==> src/rtl/booth_r4_mul.sv <==
// Sequential radix-4 Booth multiplier, signed/unsigned per transaction.
// Retires two multiplier bits per cycle; start/busy/done handshake with a held product register.
module booth_r4_mul #(
  parameter int WIDTH = 8
) (
  input  logic               clk,
  input  logic               rst_n,
  input  logic               start,
  input  logic [WIDTH-1:0]   mc,
  input  logic [WIDTH-1:0]   mp,
  input  logic               is_signed,
  output logic               busy,
  output logic               done,
  output logic [2*WIDTH-1:0] prod
);

  localparam int W2 = WIDTH + 2;
  localparam int N  = W2 / 2;
  localparam int AW = W2 + 2;
  localparam int CW = $clog2(N + 1);

  typedef enum logic {IDLE, RUN} state_t;

  state_t             state_reg, state_next;
  logic [AW-1:0]      acc_reg, acc_next;
  logic [W2-1:0]      q_reg, q_next;
  logic               qm1_reg, qm1_next;
  logic [W2-1:0]      m_reg, m_next;
  logic [CW-1:0]      cnt_reg, cnt_next;
  logic [2*WIDTH-1:0] prod_reg, prod_next;
  logic               done_reg, done_next;

  logic [AW-1:0]      m_ext;
  logic [AW-1:0]      pp;
  logic               neg;
  logic [AW-1:0]      sum;
  logic [2:0]         trip;

  // Extension bits for the incoming operands: copies of the MSB in signed mode, zero otherwise.
  logic [1:0]         mc_ext_bits, mp_ext_bits;
  generate
    for (genvar gi = 0; gi < 2; gi++) begin : g_ext
      assign mc_ext_bits[gi] = is_signed & mc[WIDTH-1];
      assign mp_ext_bits[gi] = is_signed & mp[WIDTH-1];
    end
  endgenerate

  assign m_ext = {{2{m_reg[W2-1]}}, m_reg};
  assign trip  = {q_reg[1:0], qm1_reg};

  always_comb begin
    pp  = '0;
    neg = 1'b0;
    case (trip)
      3'b001, 3'b010: pp = m_ext;
      3'b011:         pp = m_ext << 1;
      3'b100: begin
        pp  = m_ext << 1;
        neg = 1'b1;
      end
      3'b101, 3'b110: begin
        pp  = m_ext;
        neg = 1'b1;
      end
      default: pp = '0;
    endcase
  end

  // Subtraction folds into the same adder: ~pp plus a carry-in of one.
  assign sum = acc_reg + (neg ? ~pp : pp) + {{(AW-1){1'b0}}, neg};

  always_comb begin
    state_next = state_reg;
    acc_next   = acc_reg;
    q_next     = q_reg;
    qm1_next   = qm1_reg;
    m_next     = m_reg;
    cnt_next   = cnt_reg;
    prod_next  = prod_reg;
    done_next  = 1'b0;
    case (state_reg)
      IDLE: begin
        if (start) begin
          m_next     = {mc_ext_bits, mc};
          q_next     = {mp_ext_bits, mp};
          acc_next   = '0;
          qm1_next   = 1'b0;
          cnt_next   = '0;
          state_next = RUN;
        end
      end
      RUN: begin
        acc_next = {sum[AW-1], sum[AW-1], sum[AW-1:2]};
        q_next   = {sum[1:0], q_reg[W2-1:2]};
        qm1_next = q_reg[1];
        cnt_next = cnt_reg + CW'(1);
        if (cnt_reg == CW'(N - 1)) begin
          state_next = IDLE;
          done_next  = 1'b1;
          prod_next  = {acc_next[WIDTH-3:0], q_next};
        end
      end
      default: state_next = IDLE;
    endcase
  end

  always_ff @(posedge clk or negedge rst_n) begin
    if (!rst_n) begin
      state_reg <= IDLE;
      acc_reg   <= '0;
      q_reg     <= '0;
      qm1_reg   <= 1'b0;
      m_reg     <= '0;
      cnt_reg   <= '0;
      prod_reg  <= '0;
      done_reg  <= 1'b0;
    end else begin
      state_reg <= state_next;
      acc_reg   <= acc_next;
      q_reg     <= q_next;
      qm1_reg   <= qm1_next;
      m_reg     <= m_next;
      cnt_reg   <= cnt_next;
      prod_reg  <= prod_next;
      done_reg  <= done_next;
    end
  end

  assign busy = (state_reg == RUN);
  assign done = done_reg;
  assign prod = prod_reg;

endmodule

==> config.mk <==
export PLATFORM = sky130hd
export DESIGN_NAME = booth_r4_mul
export DESIGN_NICKNAME = d
export VERILOG_FILES = /design/src/rtl/booth_r4_mul.sv
export SDC_FILE = /design/constraint.sdc
export NUM_CORES = 1
export LEC_CHECK = 0
export CAP_MARGIN = 20
export CELL_PAD_IN_SITES_DETAIL_PLACEMENT = 0
export CELL_PAD_IN_SITES_GLOBAL_PLACEMENT = 1
export CORE_AREA = 2 2 81 83
export CTS_CLUSTER_SIZE = 28
export DETAILED_ROUTE_END_ITERATION = 7
export DIE_AREA = 0 0 83 85
export PLACE_DENSITY_LB_ADDON = 0.12
export REMOVE_ABC_BUFFERS = 1
export SYNTH_ARGS = -nofsm -noshare
export SYNTH_HDL_FRONTEND = slang
export SYNTH_SLANG_ARGS = --single-unit
==> constraint.sdc <==
create_clock -name clk -period 8.6 [get_ports clk]
set_input_delay 1.29 -clock clk [delete_from_list [all_inputs] [get_ports clk]]
set_output_delay 1.29 -clock clk [all_outputs]
set_load 0.05 [all_outputs]
After elaboration in Yosys (flattened, before gate mapping)
Index checks and enable logic that the tools add are counted.
{"block": "op_classes", "add_sub_neg": 3, "multipliers": 0, "n_div": 0, "n_lt_le_gt_ge": 0, "eq_ne": 8, "shift": 0, "mux": 16, "bitwise": 4, "n_reduce_logical": 5}
{"cell": "$pmux 12 s2", "n": 2}
{"cell": "$mux 12", "n": 2}
{"cell": "$pmux 10 s2", "n": 1}
{"cell": "$add 12x1->12", "n": 1}
{"cell": "$add 12x12->12", "n": 1}
{"cell": "$eq 3x3->1 const B", "n": 4}
{"cell": "$not 12->12", "n": 1}
{"cell": "$mux 10", "n": 1}
{"cell": "$eq 3x2->1 const B", "n": 2}
{"cell": "$mux 1", "n": 6}
{"cell": "$pmux 3 s2", "n": 1}
{"cell": "$pmux 1 s2", "n": 2}
{"cell": "$reduce_and 2->1", "n": 2}
{"cell": "$reduce_or 4->1", "n": 1}
{"cell": "$add 3x1->3 const B", "n": 1}
{"cell": "$eq 3x1->1 const B", "n": 1}
{"cell": "$mux 3", "n": 1}
{"cell": "$reduce_or 3->1", "n": 1}
{"cell": "$and 1x1->1", "n": 2}
{"cell": "$ne 2x2->1 const B", "n": 1}
{"cell": "$reduce_or 2->1", "n": 1}
{"cell": "$not 1->1", "n": 1}
{"block": "word_totals", "register_bits": 53, "latchBits": 0, "ramBits": 0, "romBits": 0, "inputBits": 20, "output_inout_bits": 18, "elab_cells": 44, "memories": 0}

Logic depth before layout (Yosys ltp)
{"block": "logic_depth", "word_depth": 8, "depth_mapped": 12}

Worst setup path after synthesis
Ideal clock, no wire load.
{"block": "synth_timing", "path_kind": "register to register", "startpoint": "register q_reg[0]", "endpoint": "register acc_reg[4]", "setup_ps": 122, "arrival_time_ps": 2722, "setup_slack_ps": 5756, "stages_incl_launch_ff": 12, "path_buffers": 1, "synth_period_minus_slack_ps": 2844, "path_cell_list": "dfrtp_1 > inv_1 > ha_1 > clkbuf_1 > a22oi_1 > xor2_1 > ha_1 > nor2b_1 > o31a_1 > o21a_1 > or3_1 > a32o_1"}
{"block": "synth_via", "elab_chain_len": 8, "elab_cells_between_ends": 16, "classes_between": "2 x add/sub; 6 x eq/ne; 4 x mux; 1 x bitwise; 3 x reduce/logical"}
{"element": "start: declaration", "line": "26", "source": "logic [W2-1:0] q_reg, q_next;"}
{"element": "start signal: assignment", "line": "120", "source": "q_reg <= q_next;"}
{"element": "$eq 3x3->1, or another cell as far along", "line": "54", "source": "case (trip)"}
{"element": "$reduce_or 4->1 (no source line) / $reduce_or 2->1 (equally long branches)"}
{"element": "$pmux 12 s2", "line": "54"}
{"element": "$not 12->12", "line": "70", "source": "assign sum = acc_reg + (neg ? ~pp : pp) + {{(AW-1){1'b0}}, neg};"}
{"element": "$mux 12", "line": "70"}
{"element": "$add 12x12->12", "line": "70"}
{"element": "$add 12x1->12 *", "line": "70"}
{"element": "$pmux 12 s2 *", "line": "81", "source": "case (state_reg)"}
{"element": "end signal: assignment", "line": "119", "source": "acc_reg <= acc_next;"}
{"element": "end: declaration", "line": "25", "source": "logic [AW-1:0] acc_reg, acc_next;"}
Every way passes the cells marked *; elsewhere a longest branch is shown, timed or not.
A chain may end at the register's enable or synchronous reset.

Worst setup path after layout
Ends and elaborated chain as after synthesis.

==> impl_metrics.csv <==
group,metric,value,unit
timing,setup_tns,0,ns
synth,synth_ff_type,"dfrtp_1",
detailed_routing,routed_via_density,5.226,
clock_tree,cts_setup_buffers,0,
setup_path,critPathTopFamily,"compound AO/OA/AOI/OAI gates",
final_layout,final_util,0.5289,
timing,finClkSkew,0.009420,ns
setup_path,cp-end-kind,"flop",
floorplan,core_area,6205,um^2
global_route,groute.usage.overall,0.1704,
final_layout,layout_common_cells,"51 x dfrtp_1, 36 x clkdlybuf4s50_1, 29 x o21ai_0, 29 x nand2_1, 17 x mux2_2",
clock_tree,cts.clk_slew.worst_paths,0.10,ns
setup_path,worst_path_largest_cell_delay,0.88,ns
placement,placed_cell_area,3167,um^2
final_layout,num_antenna_cells,0,
setup_path,cp_num_buf_inv,1,
final_layout,drive_above_1_share,0.1086,
synth,synth.yosys.seq_area_share,0.4683,
clock_tree,cts_tree,"done",
timing,hold_viol,0,
timing,slew_violations,0,
worst_hold_path,hold_start,"prod[15]",
clock_tree,holdBufCountCts,0,
synth,async_reset_ff_frac,1.000,
floorplan,ioPinCount,38,
synth,ys_ff_latch,51,
detailed_routing,antenna_left,0,
global_route,grt_pass1_vias,2015,
detailed_routing,vias,1991,
final_layout,finalInstanceArea,3282,um^2
final_layout,largest_reg_flops,16,
global_route,grt_max_degree,52,
placement,dpl.hpwl,3.985,mm
setup_path,slowest_stage,"o31ai_2",
global_route,gr-total-overflow,0,
setup_path,cp_common_cell,"ha_1",
floorplan,die_y,85,um
final_layout,fillers,571,
timing,max_freq,0.2899,GHz
detailed_routing,routed_wl,5.581,mm
placement,dp_cells,373,
floorplan,rows,29,
worst_hold_path,holdCritPathClass,"reg2reg",
final_layout,layout_commonest_cell,"dfrtp_1",
detailed_routing,dr.pass1.iters,4,
detailed_routing,drtIter0Drc,64,
synth,syn-cell-area,2725,um^2
setup_path,critical_path_class,"reg2reg",
final_layout,nNetsFinal,339,
final_layout,area_delta_synth_final,20.43,%
timing,setup_violations,0,
timing,period_share,0.4011,
synth,ys_types,43,
setup_path,start_kind,"flop",
placement,gp_congestion,0.7649,
timing,rsz0062_at_grt,"no",
placement,portBuffers,37,
global_route,antenna_found_initial,0,
clock_tree,cts_max_level,2,
timing,worst_pin_slew,1.037,ns
setup_path,crit_chain,"inv_1, ha_1, o31ai_2, xor2_1, ha_1, nor2b_1, o31a_1, o21a_1, or3_1, a32o_1",
clock_tree,cts_resized,0,
setup_path,critPathArrivalTime,3.65,ns
final_layout,fin_cells,381,
setup_path,crit_fanout,11,
floorplan,die_x,83,um
synth,yosysWarnings,0,
timing,slew_headroom,0.3042,
synth,syn_avg_cell_area,10.24,um^2
timing,finalCriticalPeriod,3.450,ns
floorplan,die-area,7055,um^2
flow_run,maxCapViolCount,0,
clock_tree,cts_buffers,5,
detailed_routing,drc_errors,0,
floorplan,start_util,0.4392,
global_route,grt_pass1_wl,9.791,mm
run_status,status,"complete, no violations",
setup_path,r2r_start,"q_reg[0]",
setup_path,crit_required,8.80,ns
clock_tree,clock-sinks,51,
synth,syn_inst,266,
detailed_routing,routedWlPerCell,14.65,um
setup_path,crit_start,"q_reg[0]",
clock_tree,clock-root-buffer,"clkbuf_8",
clock_tree,insertion_delay,0.30,ns
clock_tree,clock_path_buffers,2,
synth,synth_enable_flop_cells,0,
[layout make-up]
class | instances | area, um^2 | area share
clock inverters | 3 | 46.29 | 0.01411
inverters | 16 | 60.06 | 0.01830
repair buffers | 40 | 387.9 | 0.1182
flip-flops and latches | 51 | 1276 | 0.3889
clock buffers | 5 | 68.82 | 0.02097
multi-input cells | 189 | 1346 | 0.4102
well taps | 77 | 96.34 | 0.02936
[logic make-up (layout without fill, tap and decap cells)]
group | after synthesis | in the layout | synth area share
mux | 25 | 25 | 0.09963
simple gates | 55 | 55 | 0.08862
xor+xnor | 18 | 18 | 0.05785
compound gates | 75 | 75 | 0.1717
buf+inv | 26 | 64 | 0.03765
fa+ha+maj | 16 | 16 | 0.07622
flops | 51 | 51 | 0.4683
[cells in the mapped netlist, types with 2 or more instances]
cell type,n,area (um^2)
nor2_1,8,30.03
ha_1,15,187.7
and2_1,2,12.51
nand2_1,29,108.9
o21ai_1,2,10.01
mux2i_1,8,80.08
a22oi_1,8,60.06
mux2_2,17,191.4
buf_1,2,7.510
o31ai_1,2,15.01
clkbuf_1,6,22.52
dfrtp_1,51,1276
a21o_1,2,15.01
nand3_1,6,30.03
nor2b_1,2,12.51
nor3_1,3,15.01
inv_1,16,60.06
xor2_1,13,113.9
a21oi_1,14,70.07
xnor2_1,5,43.79
o21a_1,5,37.54
o21ai_0,29,145.1
[worst min-delay path, cell delays in order (launching register included)]
cell     delay (ns)
dfrtp_1        0.35
nand2_1        0.04
o21ai_0        0.06
[metrics by stage]
| step | worst slack, ns | hold WS (ns) |
|---|---|---|
| after floorplan | 5.457 | 0.4530 |
| after global placement | 5.261 | 0.4612 |
| after detailed placement | 5.128 | 0.4706 |
| after CTS | 5.106 | 0.4926 |
| after global routing | 4.888 | 0.5097 |
| final | 5.150 | 0.4862 |
[worst paths after layout]
path | cells after the start | slack (ns) | endpoint
min in group asynchronous | 2 | 1.09 | prod[4]
hold reg to reg | 2 | 0.49 | prod[15]
setup reg to reg | 10 | 5.15 | acc_reg[4]
setup / recovery | 10 | 5.15 | acc_reg[4]
max in group asynchronous | 2 | 7.07 | acc_reg[7]
hold / removal | 2 | 0.49 | prod[15]
[per-layer routing]
metal | part of all wire | wire (um) | global-route usage | vias to the layer above
met5 | 0 | 0 | 0 | -
met3 | 0.020 | 109 | 0.02432 | 5
li1 | - | - | - | 1004
met2 | 0.45 | 2491 | 0.2735 | 24
met1 | 0.52 | 2928 | 0.2424 | 958
met4 | 0.0091 | 51 | 0.04918 | 0
Power is left out: the tool's default activity adds up to more than one toggle a clock period on the data nets, which glitch-free logic cannot reach.
